==> src/rtl/tdm_demux_pkg.sv <==
// tdm_demux_pkg: shared state type, NUM_CH bounds and slot-counter width helper
package tdm_demux_pkg;
  typedef enum logic {HUNT, LOCKED} state_e;
  localparam int NUM_CH_MIN = 2;
  localparam int NUM_CH_MAX = 16;
  function automatic int cnt_w(input int n);
    return (n <= 2) ? 1 : $clog2(n);
  endfunction
endpackage

==> src/rtl/tdm_slot_counter.sv <==
// tdm_slot_counter: modulo-NUM_CH slot counter with clear, load-to-1 and advance
module tdm_slot_counter
  import tdm_demux_pkg::*;
#(
  parameter int NUM_CH = 7,
  parameter int W = cnt_w(NUM_CH)
) (
  input  logic         clk,
  input  logic         rst_n,
  input  logic         advance_i,
  input  logic         load1_i,
  input  logic         clear_i,
  output logic [W-1:0] slot_cnt_o,
  output logic         is_last_o
);
  logic [W-1:0] cnt_q, cnt_d;
  assign is_last_o = cnt_q == W'(NUM_CH - 1);
  assign slot_cnt_o = cnt_q;
  always_comb
    cnt_d = clear_i ? '0 : load1_i ? W'(1) : advance_i ? (is_last_o ? '0 : cnt_q + W'(1)) : cnt_q;
  always_ff @(posedge clk or negedge rst_n)
    if (!rst_n) cnt_q <= '0;
    else cnt_q <= cnt_d;
endmodule

==> src/rtl/tdm_demux.sv <==
// tdm_demux: serial TDM to parallel frame demultiplexer; TDM_DEMUX_STRICT_SYNC_EN makes a missing slot-0 sync drop lock
module tdm_demux
  import tdm_demux_pkg::*;
#(
  parameter int NUM_CH = 7
) (
  input  logic              clk,
  input  logic              rst_n,
  input  logic              din,
  input  logic              din_valid,
  input  logic              frame_sync,
  output logic [NUM_CH-1:0] ch_out,
  output logic              frame_valid,
  output logic              sync_err,
  output logic              locked
);
  localparam int W = cnt_w(NUM_CH);
`ifdef TDM_DEMUX_STRICT_SYNC_EN
  localparam bit STRICT = 1'b1;
`else
  localparam bit STRICT = 1'b0;
`endif
  state_e state_q, state_d;
  logic [NUM_CH-2:0] shadow_q, shadow_d;
  logic [NUM_CH-1:0] ch_out_q, ch_out_d;
  logic frame_valid_q, frame_valid_d, sync_err_q, sync_err_d;
  logic advance, load1, clear, is_last;
  logic [W-1:0] slot_cnt;
  tdm_slot_counter #(.NUM_CH(NUM_CH), .W(W)) u_cnt (
    .clk       (clk),
    .rst_n     (rst_n),
    .advance_i (advance),
    .load1_i   (load1),
    .clear_i   (clear),
    .slot_cnt_o(slot_cnt),
    .is_last_o (is_last)
  );
  always_comb begin
    state_d = state_q;
    shadow_d = shadow_q;
    ch_out_d = ch_out_q;
    frame_valid_d = 1'b0;
    sync_err_d = 1'b0;
    advance = 1'b0;
    load1 = 1'b0;
    clear = 1'b0;
    if (din_valid) begin
      if (state_q == HUNT) begin
        if (frame_sync) begin
          shadow_d[0] = din;
          load1 = 1'b1;
          state_d = LOCKED;
        end
      end else if (frame_sync && slot_cnt != '0) begin
        // resync: the beat becomes slot 0 of a fresh frame
        sync_err_d = 1'b1;
        shadow_d[0] = din;
        load1 = 1'b1;
      end else if (STRICT && !frame_sync && slot_cnt == '0) begin
        sync_err_d = 1'b1;
        clear = 1'b1;
        state_d = HUNT;
      end else begin
        for (int i = 0; i < NUM_CH - 1; i++)
          if (int'(slot_cnt) == i) shadow_d[i] = din;
        advance = 1'b1;
        if (is_last) begin
          ch_out_d = {din, shadow_q};
          frame_valid_d = 1'b1;
        end
      end
    end
  end
  always_ff @(posedge clk or negedge rst_n)
    if (!rst_n) begin
      state_q <= HUNT;
      shadow_q <= '0;
      ch_out_q <= '0;
      frame_valid_q <= 1'b0;
      sync_err_q <= 1'b0;
    end else begin
      state_q <= state_d;
      shadow_q <= shadow_d;
      ch_out_q <= ch_out_d;
      frame_valid_q <= frame_valid_d;
      sync_err_q <= sync_err_d;
    end
  assign ch_out = ch_out_q;
  assign frame_valid = frame_valid_q;
  assign sync_err = sync_err_q;
  assign locked = state_q == LOCKED;
endmodule

==> config.mk <==
export PLATFORM = sky130hd
export DESIGN_NAME = tdm_demux
export DESIGN_NICKNAME = d
export VERILOG_FILES = /design/src/rtl/tdm_demux_pkg.sv /design/src/rtl/tdm_slot_counter.sv /design/src/rtl/tdm_demux.sv
export SDC_FILE = /design/constraint.sdc
export NUM_CORES = 1
export LEC_CHECK = 0
export BUFFER_PORTS_ARGS = -buffer_cell sky130_fd_sc_hd__buf_2
export CORE_MARGIN = 2
export CORE_UTILIZATION = 42
export DETAILED_ROUTE_END_ITERATION = 10
export GPL_TIMING_DRIVEN = 0
export HOLD_SLACK_MARGIN = 0.02
export PLACE_DENSITY = 0.62
export SYNTH_ARGS = -nofsm -noshare
export SYNTH_HDL_FRONTEND = slang
export SYNTH_SLANG_ARGS = --single-unit
==> constraint.sdc <==
create_clock -name clk -period 2.3 [get_ports clk]
set_input_delay 0 -clock clk [delete_from_list [all_inputs] [get_ports clk]]
set_output_delay 0 -clock clk [all_outputs]
set_load 0.03 [all_outputs]
==> run summary <==
Router iterations before antenna repair = 2
Drt via density = 5.03
Worst r2r src = locked
Die area = 2540 um2
Worst Reg-to-Reg Cells = 3
Internal power = 0.000598 W
Crit end category = flop
GPL Wtd Cong = 0.655
Mapped Avg Cell Area = 13.9 um2
Longest Clk Path Bufs = 2
MaxCap Viol Count = 0
ANT nets after route = 0
Lkg Pwr = 0.516 nW
CP Max Fanout = 9
I/O Pins = 15
Final Instance Area = 1040 um2
Drt first-iter violations = 3
Final #Nets = 90
Hold Path Class = input port to flop
Critical Path Start Type = flop
Worst Tran Pin Value = 422 ps
Fin. Hold Viols = 0
WHS Path Cells = 2
Power Density = 853 nW/um2
CTS Sinks = 19
Core area = 2000 um2
Syn_nets = 71
CTS clock-pin slew for the worst setup and hold paths = 100 ps
Dpl cell area = 1000 um2
Worst hold endpoint = shadow_q[3]
Seq/Total Area, Yosys = 52.6%
Slew headroom = 71.9%
Clock latency on the worst-skew pair = 290 ps
Remaining Overflow, GRT = 0
IO buf count = 13
Largest net degree at the start of global routing = 20
Setup_tns = 0 ps
Dpl cells = 105
Combinational Power Share = 31.3%
Fin crit share = 63.8%
TritonCTS clock tree = built
Fraction of layout cells with a size suffix above 1 = 45.8%
# DRC = 0
N_diodes = 0
Switching share of power = 32.5%
Cells after Synth = 65
Height of the die = 50.4 um
Tmin final = 1470 ps
R2R Path End = shadow_q[1]
WL/cell = 13.8 um
Status = finished clean
Setup CP Type = flop to flop
First-pass GRT wire length = 2.69 mm
Starting density of the core = 45.2%
Critical path data arrival time = 1650 ps
Final Non-Filler Cells = 110
Switch Pwr = 0.000288 W
Gr usage total = 14.4%
Number of global-route vias before repair = 558
Clock skew = 1.46 ps
Dpl hpwl = 1.03 mm
Initial antenna violation count = 0
R2R Setup Slk = 830 ps
Ys Warns = 0
Post-CTS sizing = 0
Final Max Slew Viols = 0
# rows = 16
Die X = 50.4 um
Clock power share = 18.5%
Fmax = 682 MHz
CTS Buf Count = 3
H-tree Lvls = 1
RSZ-0062 raised after global routing = no
Worst VDD drop = 0.443 mV
Via count of the routed design = 553
Cts hold-fix bufs = 1
HP Start = din
FF+latch count, synth = 19
Synth cell types = 28
Post-Syn Area = 905 um2
Sequential Power Share = 50.2%
Final setup violation count = 0
Root Driver = clkbuf_4
DRT Wirelength = 1.52 mm
# Post-CTS Setup Buffers = 0
Worst path required time = 2480 ps
Area Overhead vs Synth = 14.9%
-- worst max path at each step --
stage | start | end | depth (start not counted)
floorplan | locked | shadow_q[1] | 3
global placement | locked | shadow_q[1] | 3
detailed placement | locked | shadow_q[2] | 3
CTS | locked | shadow_q[2] | 3
global route | locked | shadow_q[2] | 3
finish | locked | shadow_q[1] | 3
-- final cells by class --
type	count	area, um2
Inverter	2	7.51
Fill cell	188	962
Multi-Input combinational cell	40	390
Clock buffer	4	26.3
Tap cell	27	33.8
Timing Repair Buffer	14	75.1
Sequential cell	19	475
Buffer	4	31.3
-- logic make-up (layout without fill, tap and decap cells) --
logic type | Yosys count | in the layout | share of synthesized area, %
AO/OA/AOI/OAI | 11 | 11 | 10.5
multiplexers | 13 | 13 | 16.2
AND/OR/NAND/NOR | 15 | 15 | 15.1
adder cells (fa/ha/maj) | 1 | 1 | 1.38
flip-flops | 19 | 19 | 52.6
buffers and inverters | 6 | 24 | 4.29
-- synthesized netlist by cell type --
cell	count	area [um2]
dfrtp_1	19	475
mux2_2	9	101
mux2_1	4	45.0
a22o_1	2	17.5
buf_4	2	15.0
inv_1	2	7.51
nand2b_1	2	12.5
nor2_1	2	7.51
nor3_1	2	10.0
nor4_2	2	25.0
o21ai_0	2	10.0
a21o_1	1	7.51
a21o_2	1	8.76
a311oi_1	1	8.76
a31o_2	1	8.76
and2_1	1	6.26
buf_2	1	5.00
buf_6	1	11.3
ha_1	1	12.5
nand2_1	1	3.75
nand2_2	1	6.26
nand4_1	1	6.26
nand4b_4	1	23.8
nor2_8	1	20.0
nor4b_2	1	15.0
o21a_1	1	7.51
o21ai_1	1	5.00
o31ai_4	1	21.3
-- power groups by stage --
stage	clock network, W	logic [W]	registers (W)
finish	0.000164	0.000277	0.000445
global route	0.000192	0.000302	0.000457
CTS	0.000173	0.000281	0.000446
detailed placement	0	0.000278	0.000454
global placement	0	0.000272	0.000448
floorplan	0	0.000167	0.000495
-- stage by stage --
step	utilization (%)	setup slack, ps	power [W]	hold WS (ps)
after floorplan	-	804	0.000662	-296
after global placement	50.1	847	0.000719	-44.5
after detailed placement	50.1	825	0.000732	-38.6
after CTS	51.9	805	0.000899	23.2
after global routing	51.9	703	0.000952	31.0
final	51.9	833	0.000887	33.3
-- metal layers --
metal  vias up  track usage (%)  part of all wire, %
met1       274             20.0                   49
met2         9             21.7                   47
met3         2             1.79                  3.3
li1        268                -                    -
met4         0             8.11                  1.2
met5         -                0                    0
-- registers in the layout, summed over array words and instances, names as in the netlist --
register / cells
frame_valid: 1
u_cnt.slot_cnt_o: 3
sync_err: 1
shadow_q: 6
locked: 1
ch_out: 7
-- worst max-delay path: stages, from the launching register on --
cell and delay, ps:
dfrtp_1 560, nand2_2 180, nor4_2 270, mux2_1 350
-- cells in the final DEF, fill, tap and decap left out, types with 2 or more instances in the layout --
cell type and count:
dfrtp_1 19, buf_2 14, mux2_2 9, mux2_1 4, clkbuf_4 3, buf_4 2, inv_1 2, nor2_1 2
nand2b_1 2, o21ai_0 2, a22o_1 2, nor3_1 2, nor4_2 2
Note: power is estimated with default switching activity, not from simulation.
